### src/rtl/hack_pkg.sv
// Shared constants for the Hack RAM hierarchy.
//   HACK_WIDTH  : datapath word width
//   RAM8_DEPTH  : words per RAM8 block
//   RAM8_ADDR_W : address bits for a RAM8 block
//   WORD_RESET  : value every word register takes on reset
package hack_pkg;
    localparam int unsigned HACK_WIDTH  = 16;
    localparam int unsigned RAM8_DEPTH  = 8;
    localparam int unsigned RAM8_ADDR_W = 3;
    localparam logic [15:0] WORD_RESET  = 16'h0000;
endpackage

### src/rtl/ram8_dmux_if.sv
// Bus bundle for a RAM8 block.
//   in      : write data
//   load    : level-sampled write strobe
//   address : word select for both the write and the read path
//   out     : contents of the addressed word
// master drives in/load/address, slave drives out.
interface ram8_dmux_if
    import hack_pkg::*;
#(
    parameter int unsigned WIDTH  = HACK_WIDTH,
    parameter int unsigned ADDR_W = RAM8_ADDR_W
);
    logic [WIDTH-1:0]  in;
    logic              load;
    logic [ADDR_W-1:0] address;
    logic [WIDTH-1:0]  out;

    modport master (output in, output load, output address, input out);
    modport slave  (input in, input load, input address, output out);
endinterface

### src/rtl/dmux8way_gate.sv
// 1-to-8 demultiplexer: routes i_in to the output selected by i_sel,
// all other outputs are 0. Reused by the RAM64 load router.
//   i_in       : bit to route
//   i_sel      : 3-bit output select
//   o_a .. o_h : outputs for sel = 0 .. 7
module dmux8way_gate (
    input  logic       i_in,
    input  logic [2:0] i_sel,
    output logic       o_a,
    output logic       o_b,
    output logic       o_c,
    output logic       o_d,
    output logic       o_e,
    output logic       o_f,
    output logic       o_g,
    output logic       o_h
);
    always_comb begin
        o_a = i_in & (i_sel == 3'd0);
        o_b = i_in & (i_sel == 3'd1);
        o_c = i_in & (i_sel == 3'd2);
        o_d = i_in & (i_sel == 3'd3);
        o_e = i_in & (i_sel == 3'd4);
        o_f = i_in & (i_sel == 3'd5);
        o_g = i_in & (i_sel == 3'd6);
        o_h = i_in & (i_sel == 3'd7);
    end
endmodule

### src/rtl/mux16_gate.sv
// 2-to-1 word multiplexer primitive.
//   i_a   : selected when i_sel = 0
//   i_b   : selected when i_sel = 1
//   i_sel : select
//   o_out : selected word
module mux16_gate
    import hack_pkg::*;
#(
    parameter int unsigned WIDTH = HACK_WIDTH
) (
    input  logic [WIDTH-1:0] i_a,
    input  logic [WIDTH-1:0] i_b,
    input  logic             i_sel,
    output logic [WIDTH-1:0] o_out
);
    assign o_out = i_sel ? i_b : i_a;
endmodule

### src/rtl/mux8way16_gate.sv
// 8-to-1 word multiplexer built as a three-level tree of mux16_gate.
//   i_a .. i_h : words for sel = 0 .. 7
//   i_sel      : 3-bit select
//   o_out      : selected word
module mux8way16_gate
    import hack_pkg::*;
#(
    parameter int unsigned WIDTH = HACK_WIDTH
) (
    input  logic [WIDTH-1:0] i_a,
    input  logic [WIDTH-1:0] i_b,
    input  logic [WIDTH-1:0] i_c,
    input  logic [WIDTH-1:0] i_d,
    input  logic [WIDTH-1:0] i_e,
    input  logic [WIDTH-1:0] i_f,
    input  logic [WIDTH-1:0] i_g,
    input  logic [WIDTH-1:0] i_h,
    input  logic [2:0]       i_sel,
    output logic [WIDTH-1:0] o_out
);
    logic [WIDTH-1:0] w_ab, w_cd, w_ef, w_gh, w_abcd, w_efgh;

    // Level 1 picks on sel[0], level 2 on sel[1], level 3 on sel[2].
    mux16_gate #(.WIDTH(WIDTH)) u_ab (.i_a(i_a), .i_b(i_b), .i_sel(i_sel[0]), .o_out(w_ab));
    mux16_gate #(.WIDTH(WIDTH)) u_cd (.i_a(i_c), .i_b(i_d), .i_sel(i_sel[0]), .o_out(w_cd));
    mux16_gate #(.WIDTH(WIDTH)) u_ef (.i_a(i_e), .i_b(i_f), .i_sel(i_sel[0]), .o_out(w_ef));
    mux16_gate #(.WIDTH(WIDTH)) u_gh (.i_a(i_g), .i_b(i_h), .i_sel(i_sel[0]), .o_out(w_gh));

    mux16_gate #(.WIDTH(WIDTH)) u_abcd (.i_a(w_ab), .i_b(w_cd), .i_sel(i_sel[1]), .o_out(w_abcd));
    mux16_gate #(.WIDTH(WIDTH)) u_efgh (.i_a(w_ef), .i_b(w_gh), .i_sel(i_sel[1]), .o_out(w_efgh));

    mux16_gate #(.WIDTH(WIDTH)) u_out (.i_a(w_abcd), .i_b(w_efgh), .i_sel(i_sel[2]), .o_out(o_out));
endmodule

### src/rtl/register16.sv
// Word register with load enable and synchronous active-low clear.
//   clk    : clock
//   rst_n  : synchronous clear, active-low, overrides i_load
//   i_load : capture i_d on the rising edge
//   i_d    : data in
//   o_q    : stored word
module register16
    import hack_pkg::*;
#(
    parameter int unsigned WIDTH = HACK_WIDTH
) (
    input  logic             clk,
    input  logic             rst_n,
    input  logic             i_load,
    input  logic [WIDTH-1:0] i_d,
    output logic [WIDTH-1:0] o_q
);
    logic [WIDTH-1:0] r_q;

    always_ff @(posedge clk) begin
        if (!rst_n) begin
            r_q <= WIDTH'(WORD_RESET);
        end else if (i_load) begin
            r_q <= i_d;
        end
    end

    assign o_q = r_q;
endmodule

### src/rtl/ram8_dmux.sv
// Eight-word register memory, lowest level of the Hack RAM hierarchy.
// The load strobe is demuxed to one of eight word registers; the
// addressed word is returned combinationally, so a read during a write
// shows the old value until the edge.
//   clk   : clock, all updates on the rising edge
//   rst_n : synchronous active-low clear of all words (overrides load)
//   bus   : slave side of ram8_dmux_if (in, load, address -> out)
module ram8_dmux
    import hack_pkg::*;
#(
    parameter int unsigned WIDTH = HACK_WIDTH,
    parameter int unsigned DEPTH = RAM8_DEPTH
) (
    input  logic         clk,
    input  logic         rst_n,
    ram8_dmux_if.slave   bus
);
    logic [DEPTH-1:0] w_load_i;
    logic [WIDTH-1:0] w_word [DEPTH];

    dmux8way_gate u_dmux (
        .i_in  (bus.load),
        .i_sel (bus.address),
        .o_a   (w_load_i[0]),
        .o_b   (w_load_i[1]),
        .o_c   (w_load_i[2]),
        .o_d   (w_load_i[3]),
        .o_e   (w_load_i[4]),
        .o_f   (w_load_i[5]),
        .o_g   (w_load_i[6]),
        .o_h   (w_load_i[7])
    );

    for (genvar i = 0; i < DEPTH; i++) begin : g_word
        register16 #(.WIDTH(WIDTH)) u_reg (
            .clk    (clk),
            .rst_n  (rst_n),
            .i_load (w_load_i[i]),
            .i_d    (bus.in),
            .o_q    (w_word[i])
        );
    end

    mux8way16_gate #(.WIDTH(WIDTH)) u_mux (
        .i_a   (w_word[0]),
        .i_b   (w_word[1]),
        .i_c   (w_word[2]),
        .i_d   (w_word[3]),
        .i_e   (w_word[4]),
        .i_f   (w_word[5]),
        .i_g   (w_word[6]),
        .i_h   (w_word[7]),
        .i_sel (bus.address),
        .o_out (bus.out)
    );
endmodule

### src/flat_wrapper.sv
// flat-port wrapper written by rule: the top's interface ports become plain ports
module ram8_dmux_flat import hack_pkg::*;
#(
    parameter int unsigned WIDTH = HACK_WIDTH,
    parameter int unsigned DEPTH = RAM8_DEPTH
)
  (clk, rst_n, bus_in, bus_load, bus_address, bus_out);
  ram8_dmux_if #(.WIDTH(WIDTH), .ADDR_W(3)) bus_i ();
  input  logic clk;
  input  logic rst_n;
  input wire logic [$bits(bus_i.in)-1:0] bus_in;
  input wire logic [$bits(bus_i.load)-1:0] bus_load;
  input wire logic [$bits(bus_i.address)-1:0] bus_address;
  output wire logic [$bits(bus_i.out)-1:0] bus_out;
  assign bus_i.in = bus_in;
  assign bus_i.load = bus_load;
  assign bus_i.address = bus_address;
  assign bus_out = bus_i.out;
  ram8_dmux #(.WIDTH(WIDTH), .DEPTH(DEPTH)) u_core (.clk(clk), .rst_n(rst_n), .bus(bus_i));
endmodule
### config.mk
export PLATFORM = sky130hd
export DESIGN_NAME = ram8_dmux_flat
export DESIGN_NICKNAME = d
export VERILOG_FILES = /design/src/rtl/hack_pkg.sv /design/src/rtl/ram8_dmux_if.sv /design/src/rtl/dmux8way_gate.sv /design/src/rtl/mux16_gate.sv /design/src/rtl/mux8way16_gate.sv /design/src/rtl/register16.sv /design/src/rtl/ram8_dmux.sv /design/src/flat_wrapper.sv
export SDC_FILE = /design/constraint.sdc
export NUM_CORES = 1
export LEC_CHECK = 0
export ABC_AREA = 1
export CAP_MARGIN = 5
export CORE_MARGIN = 3
export CORE_UTILIZATION = 55
export CTS_CLUSTER_DIAMETER = 60
export DETAILED_ROUTE_END_ITERATION = 10
export GPL_ROUTABILITY_DRIVEN = 0
export PLACE_DENSITY_LB_ADDON = 0.15
export SKIP_CTS_REPAIR_TIMING = 1
export SLEW_MARGIN = 10
export SYNTH_ARGS = -nofsm -noshare
export SYNTH_HDL_FRONTEND = slang
export SYNTH_HIERARCHICAL = 1
export SYNTH_SLANG_ARGS = --single-unit
### constraint.sdc
create_clock -name clk -period 1.52 [get_ports clk]
set_input_delay 0.456 -clock clk [delete_from_list [all_inputs] [get_ports clk]]
set_output_delay 0.456 -clock clk [all_outputs]
set_load 0.01 [all_outputs]
# Word-level counts from Yosys, hierarchy flattened
# Cells that the tools add are included.
totals:
  regBits: 128
  input_bits: 22
  output_inout_bits: 16
  word_cells: 31
op_classes:
  n_reduce_logical: 1
  eq_ne: 7
  bitwise: 8
  n_mux: 7
op_table:
  columns: ["operator", "n"]
  rows:
  - ["two-way mux 16 bit", 7]
  - ["equality test 3 bit (second input constant)", 4]
  - ["AND 1 bit", 8]
  - ["equality test 3 x 2 -> 1 bit (second input constant)", 2]
  - ["equality test 3 x 1 -> 1 bit (second input constant)", 1]
  - ["logical NOT 3 bit", 1]

# Longest topological paths before layout
# Gate-level depths: netlist of the first run.
logic_depth:
  ltp_word: 3
  mapped_depth: 9
  ltp_nobuf: 7

# Cells and area by module
# The synthesis of the first run kept the hierarchy.
modules_own_cells:
  columns: ["module", "n_inst", "cells_each", "area_each_um2", "seq_area_each_um2"]
  rows:
  - ["register16", 8, 101, 674.4, 320.3]
  - ["mux16_gate", 7, 52, 244.0, 0.0]
  - ["dmux8way_gate", 1, 17, 63.8, 0.0]

# Least setup slack after synthesis of the first run
# Ideal clock, no wire load.
synth_timing:
  path_type: "input to output"
  startpoint: "in bus_address[0]"
  endpoint: "out bus_out[11]"
  t_arrival_ns: 1.084
  n_path_buf: 2
  stages: 9
  setup_slack_ns: -0.020
  t_required_ns: 1.064
  path_cell_list: "buf_6 -> inv_6 -> buf_12 -> nand2_2 -> nand2_1 -> nand2_2 -> nand2_1 -> nand2_2 -> nand2_1"
synth_via:
  elab_chain_cells: 3
  word_cells_on_any_way: 7
  cone_classes: "mux (7)"
synth_lines:
  columns: ["item", "line_no", "rtl"]
  rows:
  - ["start: declaration", "flat_wrapper.sv:13", "input wire logic [$bits(bus_i.address)-1:0] bus_address;"]
  - ["two-way mux 16 bit", "mux16_gate.sv:16", "assign o_out = i_sel ? i_b : i_a;"]
  - ["via u_core.u_mux.w_ab[11]", "mux8way16_gate.sv:21", "logic [WIDTH-1:0] w_ab, w_cd, w_ef, w_gh, w_abcd, w_efgh;"]
  - ["two-way mux 16 bit", "mux16_gate.sv:16", null]
  - ["via u_core.u_mux.w_abcd[11]", "mux8way16_gate.sv:21", null]
  - ["two-way mux 16 bit", "mux16_gate.sv:16", null]
  - ["end: declaration", "flat_wrapper.sv:14", "output wire logic [$bits(bus_i.out)-1:0] bus_out;"]
# The timed path passes the listed nets, and every way through them passes these cells.

# Worst setup path in the final report of the first run
layout_timing:
  startpoint: "in bus_address[0]"
  endpoint: "out bus_out[2]"
layout_via:
  elab_chain_cells: 3
  word_cells_on_any_way: 7
  cone_classes: "mux (7)"
layout_lines:
  columns: ["item", "line_no"]
  rows:
  - ["two-way mux 16 bit", "mux16_gate.sv:16"]
  - ["via u_core.u_mux.w_cd[2]", "mux8way16_gate.sv:21"]
  - ["two-way mux 16 bit", "mux16_gate.sv:16"]
  - ["via u_core.u_mux.w_abcd[2]", "mux8way16_gate.sv:21"]
  - ["two-way mux 16 bit", "mux16_gate.sv:16"]
# The timed path passes the listed nets, and every way through them passes these cells.

==> results of run 1 <==
==> power by group <==
part | leakage, nW | internal [mW] | switching [mW]
registers | 1.04 | 3.48 | 0.0725
logic | 3.24 | 0.477 | 0.667
clock network | 0.267 | 2.36 | 1.41
total | 4.55 | 6.31 | 2.15
==> worst reg2reg max path: stages (launching register included) <==
cell                      delay, ns
sky130_fd_sc_hd__dfxtp_1       0.31
sky130_fd_sc_hd__buf_4         0.12
sky130_fd_sc_hd__nor2_1        0.08
sky130_fd_sc_hd__nor2_1        0.05
==> layout make-up <==
type,count,area [um2]
Clock buffer,25,485.5
Inverter,138,596.8
Timing Repair Buffer,96,1166
Fill cell,1166,4034
Clock inverter,6,57.56
Tap cell,172,215.2
Sequential cell,128,2565
Multi-Input combinational cell,862,3551
==> routing by layer <==
layer | vias to the layer above | share of wire (%) | track usage (%)
met2 | 235 | 46 | 41.87
met5 | - | 0 | 0
li1 | 3516 | - | -
met1 | 3057 | 45 | 36.63
met3 | 18 | 7.4 | 5.844
met4 | 0 | 1.2 | 7.588
==> cells by family after synthesis <==
group | count (synthesis) | share of synthesized area (%)
simple gates | 862 | 47.21
buf+inv | 199 | 17.04
flops | 128 | 35.75
==> metrics by stage <==
step                setup WS [ns]  total power, mW
floorplan               -0.004467            4.322
global placement          -0.9047            4.649
detailed placement        -0.9197            4.662
CTS                       -0.9210            8.424
global route              -0.4481            8.807
finish                    -0.4384            8.461
==> worst max-delay path by stage <==
| stage | from | to | slack (ns) | depth (start not counted) |
|---|---|---|---|---|
| floorplan | bus_address[0] | bus_out[12] | -0.004 | 9 |
| global placement | bus_address[2] | bus_out[2] | -0.90 | 6 |
| detailed placement | bus_address[2] | bus_out[14] | -0.92 | 6 |
| CTS | bus_address[2] | bus_out[14] | -0.92 | 6 |
| global route | bus_address[0] | bus_out[0] | -0.45 | 11 |
| finish | bus_address[0] | bus_out[2] | -0.44 | 11 |
==> layout by cell type (no fill, tap or decap), drive strengths merged <==
master         count
dfxtp            128
inv              135
bufinv             1
buf               66
clkinv             7
dlymetal6s2s       2
clkbuf            36
clkinvlp           1
clkdlybuf4s50     17
nor2             264
nand2            598
==> run summary, run 1 <==
The flow ran to the end, but the final reports show violations. The final reports fail on setup timing. Yosys mapped a number of flops with a built-in enable equal to 0. After synthesis, the mean cell area works out to 6.028 um2. The number of diodes added for antenna fixing was 0. Setup violations remaining at the end of the flow were counted as 16.

For this run, the post-layout net count is 1265. The net count of the mapped netlist came out at 1211. Once detail routing completed, the nets flagged for antenna violations numbered 0.

Largest net degree at the start of global routing: 37. For the depth of the CTS H-tree, the log shows 4. The via count of the first global-routing pass was 6032.

The endpoint identified for the worst register-to-register timing path is u_core/g_word[0].u_reg/o_q[6]. After detailed routing, the average wire length per cell comes to 13.49 um. Total of buffers placed on input and output ports: 37.

The startpoint kind of the worst setup timing path is a primary input. Counting flops and latches in the post-synthesis netlist gives 128. The number of remaining DRC errors is 0. Counting instances, the worst hold path has a depth of 3. The required time at the endpoint of the critical path came out at 1.06 ns. The tools report the endpoint type of the worst setup path as a primary output.

The tightest min-delay check is of the primary input to flip-flop type. The portion of synthesized cell area occupied by the leading cell type works out to 35.75%. For the area of the core, the log shows 12670 um2.

On the final layout, the worst clock skew is 0 ns. The tools report the maximum clock rate as 510.6 MHz. Dividing the final minimum period by the clock period gives 128.8%.

The row count is 41, and the share of synthesized area occupied by flip-flops and latches is 35.75%. Setup repair after global routing could not meet its margin everywhere. On the critical path the largest part of the delay comes from buffers and inverters.

The netlist area before placement came out at 7167 um2. The signal on the critical path passes through buf_12 > buf_12 > buf_8 > clkbuf_16 > nand2_2 > nand2_1 > nand2_1 > nand2_1 > nand2_2 > nand2_2 > buf_6. In this run, the number of DRC markers left after iteration 0 of detailed routing was 631. In the synthesized netlist the async set-or-reset flop fraction comes to 0%. Together, buffers and inverters on the worst path number 5.

Adding up every negative setup slack in the final design gives -5.502 ns. Clock tree synthesis inserted a total of 17 buffers. The register with the most flip-flops in the layout has 128 of them. TritonCTS built the clock tree. The first global-routing pass estimated 30440 um of wire.

The logs give 8637 um2 for the area of all placed cells without fillers and 0.41 ns for the clock network latency to the later pin of the worst-skew pair. The most used flip-flop cell after synthesis is sky130_fd_sc_hd__dfxtp_1. In this run the most critical hold path is launched from rst_n. In this run the clock root is driven by a sky130_fd_sc_hd__clkbuf_16. In the global route stage, overall resource usage came out at 26.54%. Max-cap violations in this run came to 0. By area the synthesized netlist is led by sky130_fd_sc_hd__dfxtp_1 36%, sky130_fd_sc_hd__nand2_1 29%, sky130_fd_sc_hd__nor2_1 13%, sky130_fd_sc_hd__inv_1 6.9%, sky130_fd_sc_hd__buf_6 6.0%. The number of buffers on the longest clock path was 2; the worst-case setup margin in the final layout was -0.4384 ns. In the post-synthesis netlist, the cell with the most instances is sky130_fd_sc_hd__nand2_1. Of all nets on the critical path, the largest fanout is 8. For the worst hold slack after final layout, the log shows 0.3908 ns.

After legalization and detailed placement, the total HPWL measured 11970 um. The tools report the count of non-filler cells in the finished layout as 1427. For this configuration, the core starts out at a cell density of 56.56%.

Cells with a size suffix above 1 make up 18.01% of the layout. Number of pins with negative max-slew slack in the final report: 0. The growth of design area from synthesis to finish is 20.51%, and the placed cell area is 7755 um2. Clock-pin slew was measured on the worst setup and hold paths at 0.05 ns. The pre-antenna-repair detailed-routing pass consisted of 6 iterations.

Synthesis handed over a netlist of 1189 instances. For this run, the slowest stage of the critical path takes 0.16 ns. The die is 120.2 um tall.

The logs give 0 for the final number of hold-violating endpoints and 0.9648 mV for the worst voltage drop across the vdd grid. After detailed routing, the number of vias per cell comes to 4.783. Detailed routing inserted a total of 6826 vias.

In this run the count of I/O pins placed on the die edge is 38. For hold timing, the worst endpoint is u_core/g_word[1].u_reg/o_q[3]. The minimum clock period works out to 1.958 ns.

The total overflow left after global routing is 0. The static leakage power was 4.552 nW. During synthesis, Yosys emitted a total of 6 warnings.

The largest individual stage delay along the critical path comes from the cell sky130_fd_sc_hd__clkbuf_16. Dividing total power by cell area gives a power density of 979.6 nW/um2. The netlist uses 11 different library cells. In this run the critical register-to-register path is launched from u_core/g_word[0].u_reg/o_q[6]. The total routed wirelength is 19250 um. The worst pin sits at a relative slew slack of 75.51%.

The worst register-to-register path has a setup slack of 0.85 ns. The floorplan step set the die width to 120.2 um. The number of placed instances, taps included, is 1385.

By startpoint and endpoint, the worst setup path is classified as primary input to primary output. The pin slew with the least headroom to its limit was 0.3662 ns. Measured in cells, the most critical reg-to-reg path has a length of 3.

In the synthesized netlist, the cells that appear most often are 563 x sky130_fd_sc_hd__nand2_1, 240 x sky130_fd_sc_hd__nor2_1, 131 x sky130_fd_sc_hd__inv_1, 128 x sky130_fd_sc_hd__dfxtp_1, 38 x sky130_fd_sc_hd__buf_6. The initial antenna violation count was 0; the total number of clock tree sinks was 128. The run gives 14440 um2 as the area of the die. The final cell utilization of the core was 68.16%. The synthesized design spends more area on one cell type than any other, namely sky130_fd_sc_hd__dfxtp_1. At the worst endpoint, the arrival time is 1.50 ns.
Power figures use the tool's default switching activity.
==> inputs of run 2 (changes only) <==
CAP_MARGIN = 15   (was 5)
SLEW_MARGIN = 40   (was 10)
==> results of run 2 <==
Same layout as run 1: the final DEF is identical, and so are final timing and power.
==> inputs of run 3 (changes only) <==
ABC_CLOCK_PERIOD_IN_PS = 1520   (was default)
REMOVE_ABC_BUFFERS = 1   (was default)
==> run 3 against run 2 <==
The run still ends with setup timing left. Final area is 0.74% lower. Largest cell class unchanged. Critical endpoint is now bus_out[11]. Total power is 3.1% higher. Clock-buffer cell count is 1 higher. Non-clock buffer count is 5 lower.
==> run summary, run 3 (synthesis results as in run 1) <==
In the layout the commonest cells are 527 x sky130_fd_sc_hd__nand2_1, 232 x sky130_fd_sc_hd__nor2_1, 131 x sky130_fd_sc_hd__inv_1. The power per cell area is 1018 nW/um2 (+3.9%). The number of diodes added for antenna fixing is 0 (unchanged), and the share of layout cells above drive strength 1 is 17.08% (-0.93 points). Wire length per cell: 13.01 um (-3.6%). The tools report the post-route setup TNS as -5.848 ns (-0.3464 ns).

The min-delay analysis places its worst path in the category primary input to flip-flop. The depth of the CTS H-tree is 4 (unchanged). The cell at the root of the clock tree is sky130_fd_sc_hd__clkbuf_16.

The biggest fanout along the worst timing path was 8 (unchanged). The tools report the startpoint kind of the worst setup timing path as a primary input. The clock network latency to the later pin of the worst-skew pair is 0.41 ns (about the same), and the delay of the slowest critical-path stage is 0.21 ns (+0.05 ns).

The tools report the area of all placed cells without fillers as 8573 um2 (-0.74%). The total of buffers placed on input and output ports works out to 37 (unchanged). The starting density of the core came out at 56.56% (unchanged). The clock skew came out at 0 ns (unchanged). The tools report the total congestion overflow as 0 (unchanged). Leaving out fill and tap cells, the most frequent cell in the layout is sky130_fd_sc_hd__nand2_1.

Data arrival time of the worst path: 1.43 ns (-0.07 ns). TritonCTS built the clock tree. The run gives 6074 (+0.70%) as the via count of the first global-routing pass.

The checks that failed: setup timing. The tools report the number of buffers on the longest clock path as 2 (unchanged). The row count was 41 (unchanged); the area of the core was 12670 um2 (unchanged). The tools report the total number of clock tree sinks as 128 (unchanged).

The number of pins with negative max-slew slack in the final report is 0 (unchanged). Static leakage power: 4.540 nW (-0.26%). The post-placement cell count was 1388 (+0.22%); the count of nets after finishing was 1263 (-0.16%). The total routing resource utilization after global routing was 25.51% (-1.0 points); the placed cell area was 7687 um2 (-0.87%).

The total routed wirelength is 18530 um (-3.7%), and the required time at the endpoint of the critical path is 1.06 ns (about the same). The area of the die was 14440 um2 (unchanged). The number of CTS-inserted buffers was 17 (unchanged); the final antenna-violating net count was 0 (unchanged). For the worst voltage drop across the vdd grid, the log shows 0.7714 mV (-20%). Number of top-level pins: 38 (unchanged).

The flow ran to the end, but the final reports show violations. The critical path goes through buf_12 > clkbuf_16 > inv_12 > nand2_2 > nand2_1 > nand2_1 > nand2_1 > nand2_1 > nand2_2 > buf_6. The pin slew with the least headroom to its limit came out at 0.3760 ns (+0.009723 ns).

The tools report the detailed router's first-iteration violation count as 499 (-21%). For the maximum clock rate, the log shows 529.9 MHz (+3.8%). The number of endpoints failing setup at the final stage is 42 (+26), and the global-route wire length before repair is 29260 um (-3.9%). The worst slew margin relative to its limit was 74.86% (-0.65 points). The die height was 120.2 um (unchanged); the final cell utilization of the core was 67.66% (-0.50 points). The detailed-route vias per instance was 4.711 (-1.5%); the number of iterations in the first detailed-routing pass was 5 (-1). Cell with the largest stage delay on the worst path: sky130_fd_sc_hd__clkbuf_16. The number of remaining DRC errors came out at 0 (unchanged). The tools report the worst-case setup margin in the final layout as -0.3672 ns (+0.07113 ns). The die width is 120.2 um (unchanged). The count of non-filler cells in the finished layout was 1425 (-0.14%); the max capacitance violation total was 0 (unchanged).

For the post-detailed-placement half-perimeter wirelength, the log shows 11700 um (-2.3%). The clock transition at the registers of the reported paths was 0.06 ns (about the same); the number of vias in the routed layout was 6713 (-1.7%). Setup repair after global routing could not meet its margin everywhere. The final number of hold-violating endpoints is 0 (unchanged), and the flip-flop count of the largest register, all copies and words added is 128 (unchanged).

The worst hold slack after final layout is 0.3883 ns (-0.002501 ns), and the largest net degree at the start of global routing is 44 (+19%). Counting stages on the worst path, the most repeated cell is sky130_fd_sc_hd__nand2_1. The run gives 0 (unchanged) as the initial antenna violation count.

The endpoint type of the worst setup path was a primary output. The critical path in this run is classified as primary input to primary output. The share of the cycle needed by the critical path after routing is 124.2% (-4.7 points), and the growth of design area from synthesis to finish is 19.62%. The minimum clock period is 1.887 ns (-0.07113 ns).
-- run 3: cell types whose count changed in the layout (fill, tap and decap cells not counted), sizes merged --
cell,change
bufinv,+1
clkinvlp,-1
clkbuf,-3
dlymetal6s2s,-1
inv,+2
-- run 3: cell type report --
cell class | instances | area, um2
Clock inverter | 5 | 75.07
Clock buffer | 26 | 519.2
Sequential cell | 128 | 2562
Multi-Input combinational cell | 862 | 3543
Timing Repair inverter | 3 | 43.79
Timing Repair Buffer | 91 | 987.2
Tap cell | 172 | 215.2
Fill cell | 1186 | 4098
Inverter | 138 | 626.9
-- run 3: worst paths after layout --
| check | start | to | slack [ns] | cells past startpoint |
|---|---|---|---|---|
| worst min-delay path | rst_n | u_core/g_word[2].u_reg/o_q[8] | 0.39 | 3 |
| worst max-delay path | bus_address[0] | bus_out[11] | -0.37 | 10 |
| worst max register to register | u_core/g_word[1].u_reg/o_q[4] | u_core/g_word[1].u_reg/o_q[4] | 0.82 | 3 |
| worst min register to register | u_core/g_word[2].u_reg/o_q[7] | u_core/g_word[2].u_reg/o_q[7] | 0.47 | 2 |
-- run 3: routing by layer --
metal  routed length [um]  track usage, %  up-vias
li1                     -               -     3508
met1                 8463           32.96     3005
met2                 8760           42.04      177
met3                 1011           6.315       23
met4                  297           7.946        0
met5                    0               0        -
-- run 3: power breakdown --
part	leakage (nW)	switching [mW]	total [mW]	internal [mW]
clock network	0.296	1.42	4.08	2.66
registers	1.04	0.0718	3.55	3.48
logic	3.20	0.661	1.10	0.440
total	4.54	2.15	8.73	6.58
-- run 3: critical path, delay by kind of cell --
family / cells / cell delay [ns]
buf+inv: 4 / 0.54
simple gates: 6 / 0.40
-- run 3: stage by stage --
stage          power, mW  setup WS, ns
6_report           8.728       -0.3672
2_1_floorplan      4.109       -0.4221
3_3_place_gp       4.616       -0.8408
3_5_place_dp       4.630       -0.8623
4_1_cts            8.705       -0.8620
5_1_grt            9.073       -0.4225
